[src/rtl/rf_write_arbiter.sv]
// ============================================================================
//  Module      : rf_write_arbiter
//  Description : Shares the register-file write port between the WB stage (A)
//                and a multi-cycle unit (B); fixed A priority plus B
//                starvation guard, registered write outputs.
//  Revision    : 1.0  initial release
// ============================================================================
`default_nettype none

module rf_write_arbiter #(
    parameter int DATA_W       = 32,
    parameter int STARVE_LIMIT = 4
) (
    input  logic              clk,
    input  logic              reset,
    input  logic              a_valid,
    input  logic [4:0]        a_addr,
    input  logic [DATA_W-1:0] a_data,
    output logic              a_ready,
    input  logic              b_valid,
    input  logic [4:0]        b_addr,
    input  logic [DATA_W-1:0] b_data,
    output logic              b_ready,
    output logic              RegWrite,
    output logic [4:0]        Write_Register,
    output logic [DATA_W-1:0] Write_data,
    output logic              b_forced
);

    localparam logic [3:0] C_LIMIT = 4'(STARVE_LIMIT);

    typedef enum logic [0:0] {
        PRI_A = 1'b0,
        PRI_B = 1'b1
    } state_t;

    state_t              state_q,    state_d;
    logic [3:0]          wait_cnt_q, wait_cnt_d;
    logic                regwrite_q, regwrite_d;
    logic [4:0]          wr_addr_q,  wr_addr_d;
    logic [DATA_W-1:0]   wr_data_q,  wr_data_d;

    logic                w_a_xfer;
    logic                w_b_xfer;
    logic                w_b_lost;

    always_comb begin
        a_ready    = 1'b0;
        b_ready    = 1'b0;
        state_d    = state_q;
        wait_cnt_d = 4'd0;
        regwrite_d = 1'b0;
        wr_addr_d  = wr_addr_q;
        wr_data_d  = wr_data_q;

        if (!reset) begin
            if (state_q == PRI_A) begin
                a_ready = a_valid;
                b_ready = b_valid && !a_valid;
            end else begin
                b_ready = b_valid;
                a_ready = a_valid && !b_valid;
            end
        end

        w_a_xfer = a_valid && a_ready;
        w_b_xfer = b_valid && b_ready;
        w_b_lost = b_valid && !b_ready;

        if (w_b_lost) begin
            wait_cnt_d = (wait_cnt_q == C_LIMIT) ? wait_cnt_q : wait_cnt_q + 4'd1;
        end

        // Forced priority once B has already lost STARVE_LIMIT cycles and loses again.
        case (state_q)
            PRI_A: if (w_b_lost && wait_cnt_q == C_LIMIT) state_d = PRI_B;
            PRI_B: if (w_b_xfer || !b_valid)              state_d = PRI_A;
            default:                                      state_d = PRI_A;
        endcase

        if (w_a_xfer) begin
            regwrite_d = (a_addr != 5'd0);
            wr_addr_d  = a_addr;
            wr_data_d  = a_data;
        end else if (w_b_xfer) begin
            regwrite_d = (b_addr != 5'd0);
            wr_addr_d  = b_addr;
            wr_data_d  = b_data;
        end
    end

    always_ff @(posedge clk) begin
        if (reset) begin
            state_q    <= PRI_A;
            wait_cnt_q <= 4'd0;
            regwrite_q <= 1'b0;
            wr_addr_q  <= 5'd0;
            wr_data_q  <= '0;
        end else begin
            state_q    <= state_d;
            wait_cnt_q <= wait_cnt_d;
            regwrite_q <= regwrite_d;
            wr_addr_q  <= wr_addr_d;
            wr_data_q  <= wr_data_d;
        end
    end

    assign RegWrite       = regwrite_q;
    assign Write_Register = wr_addr_q;
    assign Write_data     = wr_data_q;
    assign b_forced       = (state_q == PRI_B);

endmodule

`default_nettype wire

[config.mk]
export PLATFORM = sky130hd
export DESIGN_NAME = rf_write_arbiter
export DESIGN_NICKNAME = d
export VERILOG_FILES = /design/src/rtl/rf_write_arbiter.sv
export SDC_FILE = /design/constraint.sdc
export NUM_CORES = 1
export LEC_CHECK = 0
export CORE_AREA = 5 5 77 79
export DETAILED_ROUTE_END_ITERATION = 8
export DIE_AREA = 0 0 82 84
export HOLD_SLACK_MARGIN = 0.06
export PLACE_DENSITY = 0.92
export SYNTH_ARGS = -nofsm -noshare
export SYNTH_HDL_FRONTEND = slang
export SYNTH_SLANG_ARGS = --single-unit
[constraint.sdc]
create_clock -name clk -period 3.35 [get_ports clk]
set_input_delay 0.335 -clock clk [delete_from_list [all_inputs] [get_ports clk]]
set_output_delay 0.335 -clock clk [all_outputs]
set_load 0.01 [all_outputs]
Word level (Yosys, flattened, before mapping):

Index checks and enable logic that the tools add are counted.

* flip-flop bits (word level): 43
* bits of input ports: 78
* output and inout port bits: 41

* $add $sub $neg: 1
* equal/unequal tests: 1
* multiplexer cells: 13
* bitwise gates (word level): 2
* reductions and logical operators: 14

Operator list (count)
* $mux W32: 2
* $mux W5: 2
* $reduce_bool A5 Y1: 2
* $mux W1: 8
* $logic_and A1 B1 Y1: 6
* $add A4 B1 Y4 const B: 1
* $eq A4 B3 Y1 const B: 1
* $logic_not A1 Y1: 3
* $not A1 Y1: 2
* $pmux W1 S2: 1
* $reduce_bool A2 Y1: 1
* $reduce_or A2 Y1: 1
* $logic_or A1 B1 Y1: 1

Logic depth before layout (Yosys ltp):

Gate-level depths: netlist of the first run.

* depth in word-level cells: 9
* depth in mapped cells: 5
* gate-level depth less buffers: 5

Worst setup path before layout of the first run:

Ideal clock, no wire load.

* path type: reg2reg
* from: register state_q (netlist: b_forced)
* to: register wr_addr_q[0] (netlist: Write_Register[0])
* library setup time: 122 ps
* arrival: 1249 ps
* slack: 1979 ps
* cell stages (with the launch flop): 6
* clock period less this slack: 1371 ps
* cells stage by stage: dfxtp_1 -> nand2_1 -> and3b_1 -> buf_4 -> buf_6 -> a221o_1

* cells in the longest elaborated chain, start to end: 4
* elaborated cells between the ends (all ways): 8
* those cells by class: 5 x mux; 3 x reduce/logical

Ends and longest elaborated chain
* from (decl): RTL line 37 `state_t state_q, state_d;`
* from (signal assigned): RTL line 100 `state_q <= state_d;`
* $mux W1: RTL line 57 `if (state_q == PRI_A) begin`
* $mux W1: RTL line 56 `if (!reset) begin`
* $logic_and A1 B1 Y1 (on tied branches): RTL line 66, 67
* $mux W5 or $reduce_bool A2 Y1 (tied branches)
* to (signal assigned): RTL line 103 `wr_addr_q <= wr_addr_d;`
* to (decl): RTL line 40 `logic [4:0] wr_addr_q, wr_addr_d;`

Several ways; a longest one is shown, not always the timed one.
A chain may end at the register's enable or synchronous reset.

Final worst setup path of the first run:

* from: input a_valid
* to: output a_ready

* cells in the longest elaborated chain, start to end: 3

Ends and longest elaborated chain
* from (decl): RTL line 16 `input logic a_valid,`
* $logic_and A1 B1 Y1: RTL line 62 `a_ready = a_valid && !b_valid;`
* $mux W1 *: RTL line 57
* $mux W1 *: RTL line 56
* to (decl): RTL line 19 `output logic a_ready,`

Every way passes the cells marked *; elsewhere a longest branch is shown, timed or not.

==> run summary, run 1 <==
The placed cell count came out at ~380. The number of endpoints failing setup at the final stage came out at 0. The number of antenna cells inserted is 0.

The number of core rows came out at 27. The number of global-route vias before repair came out at around 2200. No sink is reached through more buffers than the 2 on the longest clock path. The count of warnings emitted by yosys came out at 0.

For this design, the CTS-stage hold fixing added 0 buffers. For this configuration, the core starts out at a cell density of ~39%. The power density over the cells is 398.8 nW/um2.

The number of DRC markers in iteration 0 is around 120. The clock share of power came out at between 30 and 40%. TritonCTS built the clock tree. The setup fix buffers added after clock tree synthesis is 0. The share of synthesized registers carrying an async set or reset is 0%.

The CTS buffer count came out at 5. The worst setup slack after placement came out at around 730 ps. The H-tree depth is 2. The detailed router placed 2172 vias in this run. The largest driver fanout on the critical path came out at 33. The region available for standard cell placement spans roughly 5300 um2. Timing would allow up to 392.2 MHz.

The final routed wirelength across all metal layers came out at ~6800 um. The number of standard cells in the final layout excluding fillers came out at 390. The type of the setup path with the least slack is input pin to output port.

Dividing the synthesized area by the synthesized cell count gives slightly below 10 um2. Setup repair after global routing left no endpoint under its margin. The number of distinct standard cells referenced by the synthesized netlist is 23.

After clock tree synthesis, the clock-pin slew on the worst setup and hold paths is around 80 ps. The post-cts sizing count is 0. The capturing element type of the critical path is an output port.

Measured along the y axis, the die boundary spans between 80 and 90 um. The switching share of power came out at roughly 23%. After synthesis, the most frequently instantiated cells are 43 x dfxtp_1, 40 x inv_1, 37 x a2111oi_0, 37 x a221o_1. The largest voltage drop on the vdd net came out at 199.2 uV.

The largest incremental delay on the critical path came out at about 710 ps. Cell internal power was estimated by the tool at approximately 1.0 mW. The final-layout worst hold slack came out at between 400 and 500 ps. The register bit total from synthesis is 43.

The first-pass detailed-route iteration total is 4. The number of instances on the worst hold path is 1. The final worst setup slack came out at ~800 ps. The end-of-flow core utilization came out at around 63%. The portion of the clock cycle consumed by the worst path in the final layout came out at 76.10%. The average wire per cell in the routed design came out at 17.36 um. The relative contribution of sequential cells to total power came out at 42.9%.

The area growth from synthesis to layout is 64.39%. The flow ran to the end, and the final reports show no timing, DRC or antenna violations. In this run, synthesis inferred 0 flip-flops with an integrated enable. The number of placed I/O pins came out at 119.

The post-synthesis cell type with the largest combined area is dfxtp_1. The max-cap check violation count is 0. The placed wire-length estimate after detailed placement came out at slightly below 5000 um.

The full die area came out at slightly below 7000 um2. The post-synthesis net count is around 290. The first-pass GRT wire length is 10700 um. STA classifies the critical path startpoint as an input pin.

The signal on the critical path passes through clkdlybuf4s50_1 -> buf_4 -> and3b_1 -> clkdlybuf4s50_1. The cell at the root of the clock tree is clkbuf_8. The shortest clock period the worst path allows after layout is around 2500 ps. The worst slew margin relative to its limit is between 15 and 20%. For this run, the register share of the synthesized area comes to a little over two fifths.

The aggregate negative setup slack came out at 0 ps. The later pin in the worst-skew pair is clocked with a latency of just under 300 ps. The tightest min-delay check is of the flip-flop to flip-flop type.

The mapped netlist covers approximately 2000 um2. The final max-slew violation count came out at 0. The sum of overflow across all layers after global routing came out at 0.

The cell type with the highest occurrence count on the critical path is clkdlybuf4s50_1. Of the total power, combinational logic draws 21.7%. Data arrives at the worst endpoint at approximately 2200 ps.

The leakage power of the design is approximately 1.3 nW. The detailed-route vias per instance is 5.569. For the pin with the worst max-slew slack, the measured transition is about 1200 ps. The cell with the largest stage delay on the worst path is clkdlybuf4s50_1.

The critical path data required time is approximately 3000 ps. The final RePlAce weighted congestion came out at between 0.7 and 0.8. The residual antenna-violating net count after detailed routing is 0.

The switching power summed over all nets came out at slightly above 0.3 mW. The number of port buffers came out at ~120. The number of nets in the final layout is between 300 and 400.

Among all flip-flop cells after synthesis, the most frequent one is dfxtp_1. The sink count of the clock tree is between 40 and 50. The remaining design rule violation count is 0. The number of antenna violations at the first check in global routing came to 0.

The pin count of the biggest net entering global routing is 39. For the final database, setup skew stands at between 9 and 10 ps. Yosys instantiated no cell more often than dfxtp_1. The number of cells produced by synthesis is 208. Measured in cells, the most critical reg-to-reg path has a length of 4. The global router's overall resource usage is approximately a fifth. The die extent in x is between 80 and 90 um.

The top-area cell type share of the netlist area is a little over two fifths. The hold violation count in the final report is 0. The fraction of final layout cells with drive strength greater than 1 came out at under 10%.

Ranked by total cell area, the synthesized netlist is headed by dfxtp_1 42%, a221o_1 18%, a2111oi_0 16%, inv_1 7.4%, buf_6 3.3%.
routing by layer:
metal,share of wire [%],vias up,track usage [%],wire [um]
li1,-,1020,-,-
met1,39,1044,23.74,2662
met2,50,96,32.99,3414
met3,8.7,12,4.428,589
met4,1.6,0,7.251,106
met5,0,-,0,0
power groups by stage:
stage          Clock, mW  Sequential (mW)  Combinational, mW
6_report           0.472            0.572              0.290
5_1_grt            0.507            0.576              0.310
4_1_cts            0.483            0.572              0.292
3_5_place_dp           0            0.583              0.290
3_3_place_gp           0            0.581              0.283
2_1_floorplan          0            0.598             0.0844
placed cells by master (no fill, tap or decap), drive strengths merged:
master         netlist  layout
inv                 40      40
clkdlybuf4s50        0     118
buf                 11       6
nor2b                1       1
a221o               37      37
dfxtp               43      43
a22o                 1       1
nand2                3       3
a2111oi             37      37
nor3                 4       4
ha                   2       2
xnor2                1       1
and3b                1       1
nand3b               2       2
a21oi                1       1
mux2i                2       2
nor3b                1       1
nand3                2       2
clkbuf              11       6
nor2                 8       8
bufinv               0       2
path summary, 6_finish.rpt:
check / endpoint / slack (ps) / from
setup / recovery: a_ready / 800 / a_valid
hold / removal: Write_data[13]$_SDFFE_PP0P_ / 490 / Write_data[13]$_SDFFE_PP0P_
setup reg to reg: Write_data[14]$_SDFFE_PP0P_ / 1780 / b_forced$_SDFF_PP0_
hold reg to reg: Write_data[13]$_SDFFE_PP0P_ / 490 / Write_data[13]$_SDFFE_PP0P_
sequential cells by signal, summed over array words and instances (netlist names):
register        count
RegWrite            1
Write_Register      5
Write_data         32
b_forced            1
wait_cnt_q          4
through the flow:
step / area, um2 / total power, mW
4_1_cts: 3344 / 1.347
3_5_place_dp: 3212 / 0.8725
5_1_grt: 3344 / 1.393
6_report: 3344 / 1.334
2_1_floorplan: 2034 / 0.6827
3_3_place_gp: 3212 / 0.8646
critical path: cells and delay by family:
family,cells,cell delay [ps]
AND/OR/NAND/NOR,1,240
buffers and inverters,3,1630
kinds of logic (layout without fill, tap and decap cells):
family	after synthesis	in the layout	synth area share (%)
multiplexers	2	2	0.9840
AO/OA/AOI/OAI	76	76	34.81
AND/OR/NAND/NOR	22	22	5.597
flip-flops	43	43	42.31
buffers and inverters	62	172	14.64
XOR/XNOR	1	1	0.4306
adder cells (fa/ha/maj)	2	2	1.230
final cells by class:
cell class	instances	area [um2]
multi-input combinational	103	884.6
clock buffer	6	72.57
clock inverter	2	60.06
inverter	40	150.1
timing repair buffer	124	1226
tap	72	90.09
fill	441	1926
sequential	43	860.8
Power figures use the tool's default switching activity.
==> run 2, diff against run 1 <==
CORE_AREA = 5 5 84 86   (was 5 5 77 79)
DIE_AREA = 0 0 89 91   (was 0 0 82 84)
PLACE_DENSITY = 0.82   (was 0.92)
clock period = 2.09 ns   (was 3.35 ns; I/O delays follow)
==> run 2 against run 1 <==
- utilization decreased by 9.0 points
- setup slack lost 690 ps
- sequential power rose by 60%
- final area rose by 1.1%
- critical path depth up 1
- power up 44%
- via count unchanged
- final cell count grew 3.1%
- non-clock buffer count grew 8
- clock skew decreased by 4.4 ps
- first-iteration DRC count grew 2.5%
- critical endpoint unchanged
==> run summary, run 2 (synthesis results as in run 1) <==
The flow ran to the end, and the final reports show no timing, DRC or antenna violations. The start point of the critical path is b_valid. The global router's overall resource usage came out at between 15 and 20%. The length in cells of the worst reg-to-reg path is 4. For the worst-skew pair, the clock arrives at the later sink with an insertion delay of between 200 and 300 ps. In this run the critical register-to-register path is launched from b_forced$_SDFF_PP0_. The H-tree depth is 2. Setup repair after global routing left no endpoint under its margin. The capturing instance or port of the critical path is a_ready. The routed design could run at a clock period as short as just under 2000 ps. Routability-driven placement finished with a final weighted congestion of 0.7662.

The die extent in x came out at 89 um. Data on the critical path arrives at its endpoint at between 1500 and 2000 ps. The remaining design rule violation count is 0. The first-pass GRT wire length is roughly 11000 um. Measured against its own limit, the worst slew margin works out to ~51%. about 120 I/O pins were placed. In the layout the commonest cells are 117 x clkdlybuf4s50_1, 43 x dfxtp_1, 40 x inv_1.

Timing would allow up to about 510 MHz. The number of global-route vias before repair came out at 2265. The final max-slew violation count is 0. Port buffering added roughly 120 buffers. The number of endpoints failing setup at the final stage is 0. The tightest min-delay check is of the flip-flop to flip-flop type. The routed layout has between 2000 and 2500 vias. The residual antenna-violating net count after detailed routing is 0. The end-of-flow core utilization came out at 54.51%.

In this run the static leakage power is around 1.3 nW. The worst setup slack after placement is -247.0 ps. In this run the critical register-to-register path is captured at Write_data[14]$_SDFFE_PP0P_.

The area added between synthesis and finish is 66.24%. The number of DRC markers in iteration 0 is about 120. The cell at the root of the clock tree is clkbuf_8. The pre-antenna-repair detailed-routing pass consisted of 4 iterations. The number of core rows came out at 29. The capturing element type of the critical path is an output port. Measured along the y axis, the die boundary spans 91 um. The power density over the cells is about 570 nW/um2. The startpoint identified for the worst hold timing path is Write_data[26]$_SDFFE_PP0P_.

In this run, CTS created clock tree buffers numbering 5. The transition time at the pin with the least slew margin came out at ~730 ps. The portion of the clock cycle consumed by the worst path in the final layout came out at 94.60%. The setup check on the worst reg-to-reg path leaves a slack of approximately 730 ps. The area of the placeable core came out at 6205 um2. Max-cap violations in this run came to 0. The detailed-route vias per instance is about 5.4.

The clock tree from TritonCTS is done. The largest driver fanout on the critical path is 4. The final routed wirelength across all metal layers is roughly 6900 um. The number of antenna cells inserted is 0. The library cell used most frequently in the layout, excluding fill and tap cells, is clkdlybuf4s50_1. The placed wire-length estimate after detailed placement came out at roughly 5000 um. The effective utilization at floorplan is about 33%.

The type of the setup path with the least slack is input pin to output port. The average wire per cell in the routed design is between 15 and 20 um. The critical path data required time is around 1900 ps. The final worst setup slack came out at 112.8 ps. The worst clock skew came out at 4.879 ps. The full die area is a little over 8000 um2. The worst setup path is launched from an input pin. The pin count of the biggest net entering global routing came out at 38. The worst-case IR drop observed on VDD is roughly 260 uV.

The clock edge transition at the registers on the reported setup and hold paths came out at around 80 ps. The number of antenna violations at the first check in global routing was 0. The register with the most flip-flops in the layout has 32 of them.

The number of nets in the final layout came out at approximately 400. The hold violation count in the final report was 0. The fraction of final layout cells with drive strength greater than 1 is under 10%. After global routing the overflow that remains totals 0.

After clock tree synthesis, the flow added hold-fix buffers numbering 0. The maximum clock insertion buffer count came out at 2. The sink count of the clock tree came out at 43.
==> run 2: changes by cell type in the layout (fill, tap and decap cells not counted), sizes merged <==
cell | before | now
clkinv | 0 | 1
dlygate4sd2 | 0 | 1
bufinv | 2 | 0
clkdlybuf4s50 | 118 | 117
buf | 6 | 14
==> run 2: area by class of cell <==
cell class	count	area (um2)
tap	77	96.34
clock inverter	1	5.005
clock buffer	6	82.58
inverter	40	150.1
fill	518	2823
sequential	43	860.8
multi-input combinational	103	889.6
timing repair buffer	132	1297
==> run 2: report_power, final <==
part	internal (mW)	total (mW)	switching, mW	leakage (nW)
registers	0.881	0.917	0.0358	0.357
logic	0.303	0.477	0.174	0.944
clock network	0.259	0.525	0.266	0.0470
total	1.44	1.92	0.476	1.35
==> run 2: critical path: stages <==
cell             delay (ps)
clkdlybuf4s50_1         500
buf_4                   200
nand2_1                  90
and3b_1                 200
clkdlybuf4s50_1         570
==> run 2: timing repair <==
action / CTS / global route
setup endpoints to repair: 1 / 37
gates resized for setup: 1 / 1
setup buffers: 0 / 0
==> run 2: worst min-delay path by stage <==
stage	endpoint	slack [ps]	depth (start not counted)
5_1_grt	Write_data[5]$_SDFFE_PP0P_	510	1
6_report	Write_data[26]$_SDFFE_PP0P_	490	1
3_5_place_dp	Write_data[8]$_SDFFE_PP0P_	470	1
4_1_cts	Write_data[17]$_SDFFE_PP0P_	490	1
3_3_place_gp	Write_data[18]$_SDFFE_PP0P_	470	1
2_1_floorplan	Write_Register[0]$_SDFFE_PP0P_	350	1
==> run 2: routing by layer <==
layer  track usage, %  routed length, um
met1            22.28               2969
met2            27.29               3154
met3            4.615                723
met4            3.474                 92
met5                0                  0
==> run 2: stage by stage <==
step / area [um2] / setup TNS, ps / cells / hold slack, ps / power, mW
after floorplan: 2034 / 0 / 208 / 348.8 / 1.094
after global placement: 3291 / -4949 / 395 / 468.9 / 1.404
after detailed placement: 3291 / -8233 / 395 / 466.5 / 1.413
after CTS: 3377 / 0 / 402 / 492.8 / 1.940
after global routing: 3382 / 0 / 402 / 507.0 / 2.013
final: 3382 / 0 / 402 / 486.8 / 1.920
